File: src/rtl/mm_arb_pkg.sv
// Shared types for the Montgomery core arbiter.
// The FSM states and the bridge BRAM data width.
package mm_arb_pkg;

   typedef enum logic [1:0] {
      IDLE,
      OWN,
      RUN,
      RESULT
   } arb_state_e;

   localparam int BRAM_DW = 17;

endpackage

File: src/rtl/mm_core_arbiter_if.sv
// Core-side bundle: the bridge BRAM port B and the core start/done strobes.
// The arbiter drives it as master, and the multiplier top is the slave.
interface mm_core_arbiter_if #(
   parameter int ADDR_W = 32
);
   import mm_arb_pkg::*;

   logic [ADDR_W-1:0]  bram_addr_o;
   logic [BRAM_DW-1:0] bram_din_o;
   logic               bram_we_o;
   logic               bram_en_o;
   logic [BRAM_DW-1:0] bram_dout_i;
   logic               mm_start_o;
   logic               mm_done_i;

   modport master (
      output bram_addr_o, bram_din_o, bram_we_o, bram_en_o, mm_start_o,
      input  bram_dout_i, mm_done_i
   );

   modport slave (
      input  bram_addr_o, bram_din_o, bram_we_o, bram_en_o, mm_start_o,
      output bram_dout_i, mm_done_i
   );

endinterface

File: src/rtl/rr_pick.sv
// Round-robin first-one finder.
// It scans upward from the pointer and wraps modulo N.
module rr_pick #(
   parameter int N  = 4,
   parameter int IW = 2
) (
   input  logic [N-1:0]  req_i,
   input  logic [IW-1:0] ptr_i,
   output logic [N-1:0]  gnt_o,
   output logic [IW-1:0] idx_o,
   output logic          vld_o
);

   logic [IW:0] s;

   always_comb begin
      gnt_o = '0;
      idx_o = '0;
      vld_o = 1'b0;
      s     = '0;
      for (int i = 0; i < N; i++) begin
         s = {1'b0, ptr_i} + (IW+1)'(i);
         if (s >= (IW+1)'(N))
            s = s - (IW+1)'(N);
         if (!vld_o && req_i[s[IW-1:0]]) begin
            vld_o            = 1'b1;
            gnt_o[s[IW-1:0]] = 1'b1;
            idx_o            = s[IW-1:0];
         end
      end
   end

endmodule

File: src/rtl/mm_core_arbiter.sv
// Round-robin sharing of one Montgomery core and its bridge BRAM port.
// The winner owns the port until it releases, and every run is watchdogged.
module mm_core_arbiter
   import mm_arb_pkg::*;
#(
   parameter int N_REQ          = 4,
   parameter int ADDR_W         = 32,
   parameter int TIMEOUT_CYCLES = 4096
) (
   input  logic                      clock_i,
   input  logic                      reset_n_i,
   input  logic [N_REQ-1:0]          req_i,
   input  logic [N_REQ-1:0]          go_i,
   output logic [N_REQ-1:0]          grant_o,
   output logic [N_REQ-1:0]          done_o,
   output logic [N_REQ-1:0]          err_o,
   input  logic [N_REQ*ADDR_W-1:0]   rq_bram_addr_i,
   input  logic [N_REQ*BRAM_DW-1:0]  rq_bram_din_i,
   input  logic [N_REQ-1:0]          rq_bram_we_i,
   input  logic [N_REQ-1:0]          rq_bram_en_i,
   output logic [BRAM_DW-1:0]        rq_bram_dout_o,
   mm_core_arbiter_if.master         core
);

   localparam int IW = $clog2(N_REQ);
   localparam int WW = $clog2(TIMEOUT_CYCLES);
   localparam logic [WW-1:0] WD_LAST = WW'(TIMEOUT_CYCLES - 1);

   arb_state_e         state_q, state_d;
   logic [IW-1:0]      ptr_q, ptr_d;
   logic [IW-1:0]      owner_q, owner_d;
   logic [N_REQ-1:0]   grant_q, grant_d;
   logic [N_REQ-1:0]   done_q, done_d;
   logic [N_REQ-1:0]   err_q, err_d;
   logic               start_q, start_d;
   logic [WW-1:0]      wd_q, wd_d;

   logic [N_REQ-1:0]   pick_gnt;
   logic [IW-1:0]      pick_idx;
   logic               pick_vld;
   logic [IW-1:0]      nxt_ptr;

   rr_pick #(.N(N_REQ), .IW(IW)) u_pick (
      .req_i (req_i),
      .ptr_i (ptr_q),
      .gnt_o (pick_gnt),
      .idx_o (pick_idx),
      .vld_o (pick_vld)
   );

   assign nxt_ptr = (owner_q == IW'(N_REQ - 1)) ? '0 : owner_q + 1'b1;

   // Release takes priority over go, so a run never starts on a dying grant.
   always_comb begin
      state_d = state_q;
      ptr_d   = ptr_q;
      owner_d = owner_q;
      grant_d = grant_q;
      done_d  = '0;
      err_d   = '0;
      start_d = 1'b0;
      wd_d    = wd_q;
      unique case (state_q)
         IDLE: begin
            if (pick_vld) begin
               grant_d = pick_gnt;
               owner_d = pick_idx;
               state_d = OWN;
            end
         end
         OWN, RESULT: begin
            if (!req_i[owner_q]) begin
               grant_d = '0;
               ptr_d   = nxt_ptr;
               state_d = IDLE;
            end else if (go_i[owner_q]) begin
               start_d = 1'b1;
               wd_d    = '0;
               state_d = RUN;
            end
         end
         RUN: begin
            if (core.mm_done_i) begin
               done_d  = grant_q;
               state_d = RESULT;
            end else if (wd_q == WD_LAST) begin
               err_d   = grant_q;
               state_d = RESULT;
            end else begin
               wd_d = wd_q + 1'b1;
            end
         end
         default: state_d = IDLE;
      endcase
   end

   always_ff @(posedge clock_i or negedge reset_n_i) begin
      if (!reset_n_i) begin
         state_q <= IDLE;
         ptr_q   <= '0;
         owner_q <= '0;
         grant_q <= '0;
         done_q  <= '0;
         err_q   <= '0;
         start_q <= 1'b0;
         wd_q    <= '0;
      end else begin
         state_q <= state_d;
         ptr_q   <= ptr_d;
         owner_q <= owner_d;
         grant_q <= grant_d;
         done_q  <= done_d;
         err_q   <= err_d;
         start_q <= start_d;
         wd_q    <= wd_d;
      end
   end

   logic               mux_en;
   logic [ADDR_W-1:0]  mux_addr;
   logic [BRAM_DW-1:0] mux_din;
   logic               mux_we;
   logic               mux_en_o;

   assign mux_en = (state_q == OWN) || (state_q == RESULT);

   // The grant is one-hot, so an AND-OR mux selects the owner's lane.
   always_comb begin
      mux_addr = '0;
      mux_din  = '0;
      mux_we   = 1'b0;
      mux_en_o = 1'b0;
      for (int i = 0; i < N_REQ; i++) begin
         if (mux_en && grant_q[i]) begin
            mux_addr = mux_addr | rq_bram_addr_i[i*ADDR_W +: ADDR_W];
            mux_din  = mux_din  | rq_bram_din_i[i*BRAM_DW +: BRAM_DW];
            mux_we   = mux_we   | rq_bram_we_i[i];
            mux_en_o = mux_en_o | rq_bram_en_i[i];
         end
      end
   end

   assign core.bram_addr_o = mux_addr;
   assign core.bram_din_o  = mux_din;
   assign core.bram_we_o   = mux_we;
   assign core.bram_en_o   = mux_en_o;
   assign core.mm_start_o  = start_q;
   assign rq_bram_dout_o   = core.bram_dout_i;

   assign grant_o = grant_q;
   assign done_o  = done_q;
   assign err_o   = err_q;

endmodule

File: src/flat_wrapper.sv
// flat-port wrapper written by rule: the top's interface ports become plain ports
module mm_core_arbiter_flat import mm_arb_pkg::*;
#(
   parameter int N_REQ          = 4,
   parameter int ADDR_W         = 32,
   parameter int TIMEOUT_CYCLES = 4096
)
  (clock_i, reset_n_i, req_i, go_i, grant_o, done_o, err_o, rq_bram_addr_i, rq_bram_din_i, rq_bram_we_i, rq_bram_en_i, rq_bram_dout_o, core_bram_addr_o, core_bram_din_o, core_bram_we_o, core_bram_en_o, core_mm_start_o, core_bram_dout_i, core_mm_done_i);
  mm_core_arbiter_if #(.ADDR_W(ADDR_W)) core_i ();
  input  logic clock_i;
  input  logic reset_n_i;
  input  logic [N_REQ-1:0] req_i;
  input  logic [N_REQ-1:0] go_i;
  output logic [N_REQ-1:0] grant_o;
  output logic [N_REQ-1:0] done_o;
  output logic [N_REQ-1:0] err_o;
  input  logic [N_REQ*ADDR_W-1:0] rq_bram_addr_i;
  input  logic [N_REQ*BRAM_DW-1:0] rq_bram_din_i;
  input  logic [N_REQ-1:0] rq_bram_we_i;
  input  logic [N_REQ-1:0] rq_bram_en_i;
  output logic [BRAM_DW-1:0] rq_bram_dout_o;
  output wire logic [$bits(core_i.bram_addr_o)-1:0] core_bram_addr_o;
  output wire logic [$bits(core_i.bram_din_o)-1:0] core_bram_din_o;
  output wire logic [$bits(core_i.bram_we_o)-1:0] core_bram_we_o;
  output wire logic [$bits(core_i.bram_en_o)-1:0] core_bram_en_o;
  output wire logic [$bits(core_i.mm_start_o)-1:0] core_mm_start_o;
  input wire logic [$bits(core_i.bram_dout_i)-1:0] core_bram_dout_i;
  input wire logic [$bits(core_i.mm_done_i)-1:0] core_mm_done_i;
  assign core_bram_addr_o = core_i.bram_addr_o;
  assign core_bram_din_o = core_i.bram_din_o;
  assign core_bram_we_o = core_i.bram_we_o;
  assign core_bram_en_o = core_i.bram_en_o;
  assign core_mm_start_o = core_i.mm_start_o;
  assign core_i.bram_dout_i = core_bram_dout_i;
  assign core_i.mm_done_i = core_mm_done_i;
  mm_core_arbiter #(.N_REQ(N_REQ), .ADDR_W(ADDR_W), .TIMEOUT_CYCLES(TIMEOUT_CYCLES)) u_core (.clock_i(clock_i), .reset_n_i(reset_n_i), .req_i(req_i), .go_i(go_i), .grant_o(grant_o), .done_o(done_o), .err_o(err_o), .rq_bram_addr_i(rq_bram_addr_i), .rq_bram_din_i(rq_bram_din_i), .rq_bram_we_i(rq_bram_we_i), .rq_bram_en_i(rq_bram_en_i), .rq_bram_dout_o(rq_bram_dout_o), .core(core_i));
endmodule
File: config.mk
export PLATFORM = sky130hd
export DESIGN_NAME = mm_core_arbiter_flat
export DESIGN_NICKNAME = d
export VERILOG_FILES = /design/src/rtl/mm_arb_pkg.sv /design/src/rtl/mm_core_arbiter_if.sv /design/src/rtl/rr_pick.sv /design/src/rtl/mm_core_arbiter.sv /design/src/flat_wrapper.sv
export SDC_FILE = /design/constraint.sdc
export NUM_CORES = 1
export LEC_CHECK = 0
export ABC_AREA = 1
export CAP_MARGIN = 25
export CORE_MARGIN = 8
export CORE_UTILIZATION = 30
export DETAILED_ROUTE_END_ITERATION = 10
export PLACE_DENSITY = 0.79
export SETUP_SLACK_MARGIN = 0.4
export SLEW_MARGIN = 10
export SYNTH_ARGS = -nofsm -noshare
export SYNTH_HDL_FRONTEND = slang
export SYNTH_SLANG_ARGS = --single-unit
File: constraint.sdc
create_clock -name clock_i -period 1.7 [get_ports clock_i]
set_clock_uncertainty 0.1 [all_clocks]
set_input_delay 0.17 -clock clock_i [delete_from_list [all_inputs] [get_ports clock_i]]
set_output_delay 0.17 -clock clock_i [all_outputs]
set_load 0.02 [all_outputs]
==> results of run 1 <==
-- worst max-delay path by stage --
stage                             startpoint                       endpoint  slack, ns  cells past startpoint
2_1_floorplan    u_core.ptr_q[0]$_DFFE_PN0N_  u_core.grant_o[2]$_DFFE_PN0P_      -0.02                     12
3_3_place_gp   u_core.state_q[0]$_DFFE_PN0P_           core_bram_addr_o[13]      -0.23                      5
3_5_place_dp   u_core.state_q[0]$_DFFE_PN0P_           core_bram_addr_o[13]      -0.25                      5
4_1_cts        u_core.state_q[0]$_DFFE_PN0P_            core_bram_addr_o[8]      -0.16                      5
5_1_grt        u_core.state_q[0]$_DFFE_PN0P_            core_bram_din_o[10]      -0.21                      5
6_report       u_core.state_q[0]$_DFFE_PN0P_            core_bram_din_o[10]      -0.16                      5
-- worst max-delay path, stage by stage (launching register included) --
cell and delay (ns):
dfrtp_4 0.55, buf_16 0.19, buf_12 0.14, nand3_1 0.10
nand4_1 0.13, buf_2 0.19
-- repair_timing --
item / in CTS / in global routing
setup endpoints to repair: 95 / 86
resized for setup: 281 / 184
cloned: 2 / 13
buffers inserted: 6 / 5
pin swaps: 11 / 48
-- synthesized netlist by cell type --
cell / count / area [µm²]
nand3_1: 187 / 935.9
nand2_1: 127 / 476.7
nand4_1: 60 / 375.4
dfrtp_1: 31 / 775.7
clkbuf_1: 27 / 101.4
inv_1: 25 / 93.84
nor2_1: 20 / 75.07
buf_4: 17 / 127.6
buf_1: 11 / 41.29
nand2_2: 11 / 68.82
ha_1: 9 / 112.6
o21ai_2: 9 / 78.83
a21oi_1: 6 / 30.03
inv_2: 5 / 18.77
nor3_1: 5 / 25.02
a21boi_0: 4 / 30.03
buf_6: 4 / 45.04
o21ai_0: 4 / 20.02
buf_2: 3 / 15.01
nand3_2: 3 / 30.03
xor2_1: 3 / 26.28
a31o_2: 2 / 17.52
nand2_4: 2 / 22.52
nand3_4: 2 / 35.03
nor2_4: 2 / 22.52
or2_1: 2 / 12.51
xnor2_1: 2 / 17.52
clkinv_1: 1 / 3.750
inv_8: 1 / 11.26
nor3_2: 1 / 10.01
o211ai_1: 1 / 7.510
o31ai_1: 1 / 7.510
or2_2: 1 / 6.260
-- kinds of logic (layout without fill, tap and decap cells) --
logic type,after synthesis,in the layout,synth area share (%)
buffers and inverters,94,397,12.45
XOR/XNOR,5,5,1.191
other,0,1,0
adder cells (fa/ha/maj),9,9,3.062
flip-flops,31,31,21.10
AND/OR/NAND/NOR,423,423,56.99
AO/OA/AOI/OAI,27,27,5.206
-- sequential cells by signal, indices dropped and copies added, names as in the netlist, named ones only --
name	flops
u_core.ptr_q	2
u_core.done_o	4
u_core.err_o	4
u_core.wd_q	12
u_core.core.mm_start_o	1
u_core.grant_o	4
u_core.state_q	1
u_core.owner_q	2
-- routing by layer --
layer  global-route usage, %  part of all wire [%]  wire length (µm)  vias up
li1                        -                     -                 -     2660
met1                   28.56                    37              8679     2701
met2                   42.36                    51             11910      310
met3                   7.122                   9.0              2098       47
met4                   5.668                   2.5               588        0
met5                       0                     0                 0        -
-- stage by stage --
| stage | setup TNS (ns) | total power, mW | worst slack, ns | cells | area, µm² |
|---|---|---|---|---|---|
| final | -5.942 | 11.47 | -0.1569 | 1040 | 8152 |
| after CTS | -4.473 | 9.309 | -0.1609 | 1021 | 7148 |
| after detailed placement | -12.49 | 8.083 | -0.2504 | 1005 | 6993 |
| after global routing | -9.966 | 12.07 | -0.2075 | 1040 | 8152 |
| after floorplan | -0.1073 | 4.903 | -0.01839 | 589 | 3801 |
| after global placement | -11.76 | 8.010 | -0.2331 | 1005 | 6993 |
-- power by group --
group | internal (mW) | switching (mW)
registers | 0.891 | 0.244
logic | 4.44 | 5.04
clock network | 0.539 | 0.320
total | 5.87 | 5.60
-- final cells by class --
cell class | instances | area [µm²] | area share [%]
repair buffers | 357 | 3865 | 47.41
clock inverters | 2 | 12.51 | 0.1535
multi-input cells | 464 | 3019 | 37.04
diodes | 1 | 2.502 | 0.03070
clock buffers | 6 | 128.9 | 1.581
flip-flops and latches | 31 | 787.0 | 9.655
inverters | 32 | 152.6 | 1.873
well taps | 147 | 183.9 | 2.256
==> reports/summary.txt, run 1 <==
WS Path Type: reg -> out
Reg2Reg Depth: 10
critical path arrival: 1.59 ns
die height: 126.7 µm
vias post-DR: 5718
post-synthesis register bit count: 31
Filler cells: 921
Area Overhead vs Synth: 121.7%
layout cells sized above 1: 33.52%
vias in the first global route: 5325
GR Overflow Total: 0
TritonCTS buffer count: 5
1st-pass router iterations: 4
fin nets: 1132
largest net degree at the start of global routing: 34
Max VDD drop: 0.001352 V
worst r2r src: u_core.wd_q[1]$_DFFE_PN0P_
RePlAce Congestion: 0.9550
failing checks: negative setup slack
die area: 0.01606 mm²
core area: 0.01201 mm²
Setup crit start kind: flip-flop
max_slew headroom: 75.76%
RR Endpoint: u_core.wd_q[0]$_DFFE_PN0P_
max-slew violations: 0
fmax: 538.5 MHz
Slew @ Worst Pin: 0.3604 ns
RSZ-0062 raised after global routing: true
yosys warns: 0
Clock Tree Root: clkbuf_16
min cycle time layout: 1.857 ns
commonest non-fill, non-tap cell in the layout: clkdlybuf4s50_1
fin util: 67.86%
Vias/cell: 5.498
leakage: 3.403 nW
row count: 40
Routed WL: 23.28 mm
Die W: 126.7 µm
status: complete, but fails checks
clk buf depth: 2
CP Capture Type: output port
post-synthesis cell type count: 33
drt wl/cell: 22.39 µm
# clock sinks: 31
PD cells: 1407 mW/mm²
DR iter-0 viols: 466
global-route wire length before repair: 30.98 mm
final worst slack: -0.1569 ns
Cells after Synth: 589
CTS Hold Buffers Added: 0
number of I/O port buffers: 278
Tightest Hold Check Type: in -> async
crit-path max FO: 9
initial antenna violation count: 1
syn_nets: 830
commonest cells after routing, fill and taps aside: 214 x clkdlybuf4s50_1, 135 x nand3_1, 96 x nand2_1
Skew-Pair Late Insertion Delay: 0.28 ns
syn avg cell area: 6.243 µm²
fin crit share: 109.2%
setup slack, reg-to-reg: -0.14 ns
All-Layer GR Usage: 24.24%
Max-Cap Viols: 0
Starting Density: 30.61%
HPWL after detailed placement: 16.00 mm
setup violators final: 70
WHS: 0.1477 ns
Synth Cell Area: 0.003677 mm²
CTS clk-pin slew, worst paths: 0.06 ns
Data required, critical path: 1.43 ns
CTS tree: done
Fin. Hold Viols: 0
drt drc: 0
ANT nets after route: 0
CTS H-tree depth: 2
number of top-level pins: 313
Seq/Total Area, Yosys: 21.10%
Note: power is estimated with default switching activity, not from simulation.
==> run 2: changes to the inputs <==
Settings changed: GPL_TIMING_DRIVEN set to 0.
==> run 2 against run 1 <==
- the flow still finishes with violations (negative setup slack)
- flip-flop and latch count is the same
- non-clock buffer count grew 61
- setup slack got worse by 0.034 ns
- global-route usage increased by 3.5 points
- hold slack improved by 0.23 ns
- final area up 13%
- cell count rose by 6.1%
- combinational power increased by 20%
- die area stayed put
- largest power group unchanged
- sequential power is 9.6% lower
- core utilization is 9.1 points higher
- total power grew 16%
==> reports/summary.txt, run 2 (same netlist as run 1, synthesis figures left out) <==
status: complete, but fails checks
failing checks: negative setup slack
ANT nets after route: 0 (unchanged)
Die W: 126.7 µm (unchanged)
HPWL after detailed placement: 17.36 mm (+8.5%)
post-route cell area: 0.009250 mm² (+13%)
die height: 126.7 µm (unchanged)
CTS H-tree depth: 2 (unchanged)
final worst slack: -0.1904 ns (-0.03353 ns)
setup TNS: -7.005 ns (-1.063 ns)
slowest cell delay on critical path: 0.40 ns (-0.15 ns)
Routed WL: 28.15 mm (+21%)
pre-CTS WS: -0.5776 ns (-0.3272 ns)
CTS tree: done
core area: 0.01201 mm² (unchanged)
critical path arrival: 1.62 ns (+0.03 ns)
commonest cells after routing, fill and taps aside: 229 x clkdlybuf4s50_1, 110 x nand3_1, 76 x nand3_2
Slowest cell on crit path: dfrtp_1
RePlAce Congestion: 0.9723 (+1.8%)
Max-Cap Viols: 0 (unchanged)
vias post-DR: 6609 (+16%)
TritonCTS buffer count: 5 (unchanged)
number of I/O port buffers: 295 (+6.1%)
# clock sinks: 31 (unchanged)
fin crit share: 111.2% (+2.0 points)
WS Path Type: reg -> out
crit-path max FO: 8 (-1)
most flop-heavy register: u_core.wd_q
Area Overhead vs Synth: 151.5%
die area: 0.01606 mm² (unchanged)
setup violators final: 59 (-16%)
RSZ-0062 raised after global routing: true
fin util: 77.01% (+9.1 points)
most frequent CP cell: buf_12
CP Capture Type: output port
dpl cells: 1031 (+2.6%)
Fin. Hold Viols: 0 (unchanged)
Setup crit start kind: flip-flop
CTS clk-pin slew, worst paths: 0.06 ns (about the same)
Placed Area: 0.006933 mm² (-0.86%)
global-route wire length before repair: 35.34 mm (+14%)
Filler cells: 749 (-19%)
1st-pass router iterations: 8 (+4)
row count: 40 (unchanged)
critical-path cell list: buf_12, buf_12, clkbuf_16, nand3_1, nand4_1, buf_6
Reg2Reg Depth: 12 (+2)
Slew @ Worst Pin: 0.7148 ns (+0.3544 ns)
All-Layer GR Usage: 27.75% (+3.5 points)
clk buf depth: 2 (unchanged)
Skew-Pair Late Insertion Delay: 0.28 ns (about the same)
leakage: 3.972 nW (+17%)
commonest non-fill, non-tap cell in the layout: clkdlybuf4s50_1
WHS: 0.3760 ns (+0.2283 ns)
fin cells: 1103 (+6.1%)
drt drc: 0 (unchanged)
initial antenna violation count: 1 (unchanged)
vias in the first global route: 5994 (+13%)
largest net degree at the start of global routing: 32 (-5.9%)
Max VDD drop: 0.0008809 V (-35%)
DR iter-0 viols: 1020 (+120%)
number of top-level pins: 313 (unchanged)
Data required, critical path: 1.43 ns (about the same)
GR Overflow Total: 0 (unchanged)
PD cells: 1439 mW/mm² (+2.3%)
min cycle time layout: 1.890 ns (+0.03353 ns)
Starting Density: 30.61% (unchanged)
fin nets: 1194 (+5.5%)
Pwr Total: 13.32 mW (+16%)
layout cells sized above 1: 42.35% (+8.8 points)
fmax: 529.0 MHz (-1.8%)
Tightest Hold Check Type: in -> async
drt wl/cell: 25.52 µm (+14%)
Clock Tree Root: clkbuf_16
max_slew headroom: 52.35% (-23 points)
max reg flops: 12 (unchanged)
max-slew violations: 0 (unchanged)
Vias/cell: 5.992 (+9.0%)
run 2: critical path: cells and delay by family, from the launching register on:
kind | cells | cell delay [ns]
flip-flops | 1 | 0.40
buffers and inverters | 4 | 0.66
AND/OR/NAND/NOR | 2 | 0.27
run 2: worst paths after layout:
path	from	endpoint	slack [ns]
max in group asynchronous	reset_n_i	u_core.wd_q[7]$_DFFE_PN0P_	0.62
max	u_core.state_q[0]$_DFFE_PN0P_	core_bram_addr_o[20]	-0.19
min reg2reg	u_core.wd_q[7]$_DFFE_PN0P_	u_core.wd_q[7]$_DFFE_PN0P_	0.47
max reg2reg	u_core.ptr_q[0]$_DFFE_PN0N_	u_core.owner_q[1]$_DFFE_PN0P_	-0.19
min in group clock_i	u_core.wd_q[7]$_DFFE_PN0P_	u_core.wd_q[7]$_DFFE_PN0P_	0.47
min	reset_n_i	u_core.wd_q[5]$_DFFE_PN0P_	0.38
run 2: power breakdown:
part / switching (mW) / total [mW] / leakage (nW) / internal (mW)
registers: 0.149 / 1.03 / 0.406 / 0.882
clock network: 0.323 / 0.863 / 0.0679 / 0.540
logic: 6.08 / 11.4 / 3.50 / 5.35
total: 6.55 / 13.3 / 3.97 / 6.77
run 2: area by class of cell:
cell class / count / area (µm²) / share of cell area, %
repair buffers: 356 / 3835 / 41.46
multi-input cells: 464 / 3366 / 36.39
clock inverters: 1 / 5.005 / 0.05411
diodes: 2 / 5.005 / 0.05411
plain buffers: 62 / 768.2 / 8.305
inverters: 32 / 157.7 / 1.704
repair inverters: 1 / 11.26 / 0.1217
clock buffers: 7 / 132.6 / 1.434
well taps: 147 / 183.9 / 1.988
flip-flops and latches: 31 / 785.8 / 8.495
run 2: routing by layer:
layer  track usage (%)  routed length, µm  vias up
met1             33.32              10340     3157
li1                  -                  -     2780
met3             6.200               2731      133
met4             8.817               1275        0
met5                 0                  0        -
met2             48.11              13800      539
run 2: repair_timing:
item                                    4_1_cts  5_1_grt
endpoints found under the setup margin       94       83
pin swaps                                    25       67
resized for setup                           403      263
setup buffers                                31        7
endpoints found under the hold margin        31        0
hold buffers                                  1        0
cloned                                        4       19
==> run 3: changes to the inputs <==
Settings changed: TNS_END_PERCENT set to 30.
==> run 3 against run 2 <==
- the flow still finishes with violations (negative setup slack)
- sequential share of layout area is 1.2 points higher
- hold slack got worse by 0.0073 ns
- critical path type is now reg -> reg
- highest routed layer is now met5
- maximum frequency up 4.2%
- total power is 21% lower
- core utilization fell by 9.9 points
- final area decreased by 13%
==> reports/summary.txt, run 3 (same netlist as run 1, synthesis figures left out) <==
All-Layer GR Usage: 26.05% (-1.7 points)
DR iter-0 viols: 352 (-65%)
clk buf depth: 2 (unchanged)
fmax: 551.3 MHz (+4.2%)
drt wl/cell: 21.42 µm (-16%)
Max-Cap Viols: 0 (unchanged)
die area: 0.01606 mm² (unchanged)
HPWL after detailed placement: 17.52 mm (+0.93%)
layout cells sized above 1: 29.30% (-13 points)
dpl cells: 1031 (unchanged)
PD cells: 1308 mW/mm² (-9.1%)
initial antenna violation count: 2 (+1)
RePlAce Congestion: 0.9308 (-4.3%)
fin crit share: 106.7% (-4.5 points)
Slew @ Worst Pin: 0.6777 ns (-0.03715 ns)
WHS: 0.3687 ns (-0.007308 ns)
CP Capture Type: flip-flop
crit-path max FO: 8 (unchanged)
TritonCTS buffer count: 5 (unchanged)
Pwr Total: 10.54 mW (-21%)
Skew-Pair Late Insertion Delay: 0.27 ns (about the same)
max-slew violations: 0 (unchanged)
Max VDD drop: 0.001115 V (+27%)
# clock sinks: 31 (unchanged)
Slowest cell on crit path: dfrtp_2
Setup crit start kind: flip-flop
slowest cell delay on critical path: 0.43 ns (+0.03 ns)
fin cells: 1066 (-3.4%)
RSZ-0062 raised after global routing: true
number of top-level pins: 313 (unchanged)
CTS H-tree depth: 2 (unchanged)
vias in the first global route: 5525 (-7.8%)
most flop-heavy register: u_core.wd_q
met2 WL: 11.18 mm (-19%)
fin nets: 1158 (-3.0%)
uppermost layer routed: met5
max_slew headroom: 54.82% (+2.5 points)
largest net degree at the start of global routing: 32 (unchanged)
CTS tree: done
critical path arrival: 1.87 ns (+0.25 ns)
commonest non-fill, non-tap cell in the layout: clkdlybuf4s50_1
status: complete, but fails checks
Filler cells: 1013 (+35%)
Data required, critical path: 1.75 ns (+0.32 ns)
Vias/cell: 5.376 (-10%)
drt drc: 0 (unchanged)
critical-path cell list: buf_8, inv_8, ha_4, nand2_2, nand2_2, nor2_4, nand3_2, nand2_4, inv_6, nand2_2, nand2_2
Fin. Hold Viols: 0 (unchanged)
Routed WL: 22.84 mm (-19%)
Clock Tree Root: clkbuf_16
max reg flops: 12 (unchanged)
global-route wire length before repair: 32.85 mm (-7.0%)
die height: 126.7 µm (unchanged)
final worst slack: -0.1139 ns (+0.07652 ns)
core area: 0.01201 mm² (unchanged)
leakage: 3.485 nW (-12%)
Die W: 126.7 µm (unchanged)
failing checks: negative setup slack
most frequent CP cell: nand2_2
crit path launch: u_core.ptr_q[0]$_DFFE_PN0N_
1st-pass router iterations: 5 (-3)
min cycle time layout: 1.814 ns (-0.07651 ns)
Area Overhead vs Synth: 119.2%
WS Path Type: reg -> reg
worst r2r src: u_core.ptr_q[0]$_DFFE_PN0N_
WL met1: 8.825 mm (-15%)
row count: 40 (unchanged)
vias post-DR: 5731 (-13%)
CTS clk-pin slew, worst paths: 0.05 ns (about the same)
Tightest Hold Check Type: in -> async
WL met3: 2.285 mm (-16%)
ANT nets after route: 0 (unchanged)
pre-CTS WS: -0.8393 ns (-0.2617 ns)
commonest cells after routing, fill and taps aside: 230 x clkdlybuf4s50_1, 167 x nand3_1, 80 x nand2_1
setup violators final: 69 (+17%)
GR Overflow Total: 0 (unchanged)
Starting Density: 30.61% (unchanged)
number of I/O port buffers: 295 (unchanged)
==> run 3: layer usage <==
| metal | vias to the layer above | global-route usage (%) |
|---|---|---|
| met3 | 38 | 7.583 |
| met1 | 2675 | 31.58 |
| met2 | 310 | 44.59 |
| met5 | - | 0 |
| met4 | 2 | 5.808 |
| li1 | 2706 | - |
==> run 3: worst paths after layout <==
| kind | end | slack [ns] | cells after the start |
|---|---|---|---|
| max in group asynchronous | u_core.grant_o[2]$_DFFE_PN0P_ | 0.65 | 2 |
| min | asynchronous set/reset pin | 0.37 | 2 |
| min in group clock_i | flip-flop | 0.42 | 2 |
| max reg2reg | u_core.grant_o[1]$_DFFE_PN0P_ | -0.11 | 11 |
| min reg2reg | flip-flop | 0.42 | 2 |
| max | u_core.grant_o[1]$_DFFE_PN0P_ | -0.11 | 11 |
==> run 3: timing repair <==
action                                 in CTS  in global routing
pin swaps                                  16                 30
setup endpoints to repair                  94                 83
resized for setup                         406                118
buffers inserted                            9                  4
hold buffers                                1                  0
gates cloned                                4                  8
endpoints found under the hold margin      31                  0
==> run 3: layout make-up <==
type	count	area (µm²)	area share, %
antenna	1	2.502	0.03105
buffer	62	759.5	9.424
clock buffer	6	128.9	1.599
clock inverter	2	12.51	0.1553
inverter	32	155.1	1.925
multi-input combinational	464	2814	34.92
sequential	31	782.0	9.703
tap	147	183.9	2.282
timing repair buffer	320	3209	39.82
timing repair inverter	1	11.26	0.1397
==> run 3: power breakdown <==
group	switching, mW	leakage [nW]	internal (mW)
clock network	0.303	0.0669	0.538
logic	4.76	3.01	3.91
registers	0.151	0.411	0.882
==> run 3: critical path: cells and delay by family (launching register included) <==
kind,cells,cell delay (ns)
and+or+nand+nor,7,0.66
buffers and inverters,3,0.28
DFF,1,0.43
adders and majority gates,1,0.22
==> run 3: stage by stage <==
step                      instance area [µm²]  TNS [ns]  utilization, %
after floorplan                          3764   -0.1073               -
after global routing                     8059    -7.471           67.09
final                                    8059    -3.474           67.09
after CTS                                7471    -2.388           62.20
after global placement                   6900    -44.52           57.45
after detailed placement                 6895    -38.18           57.41
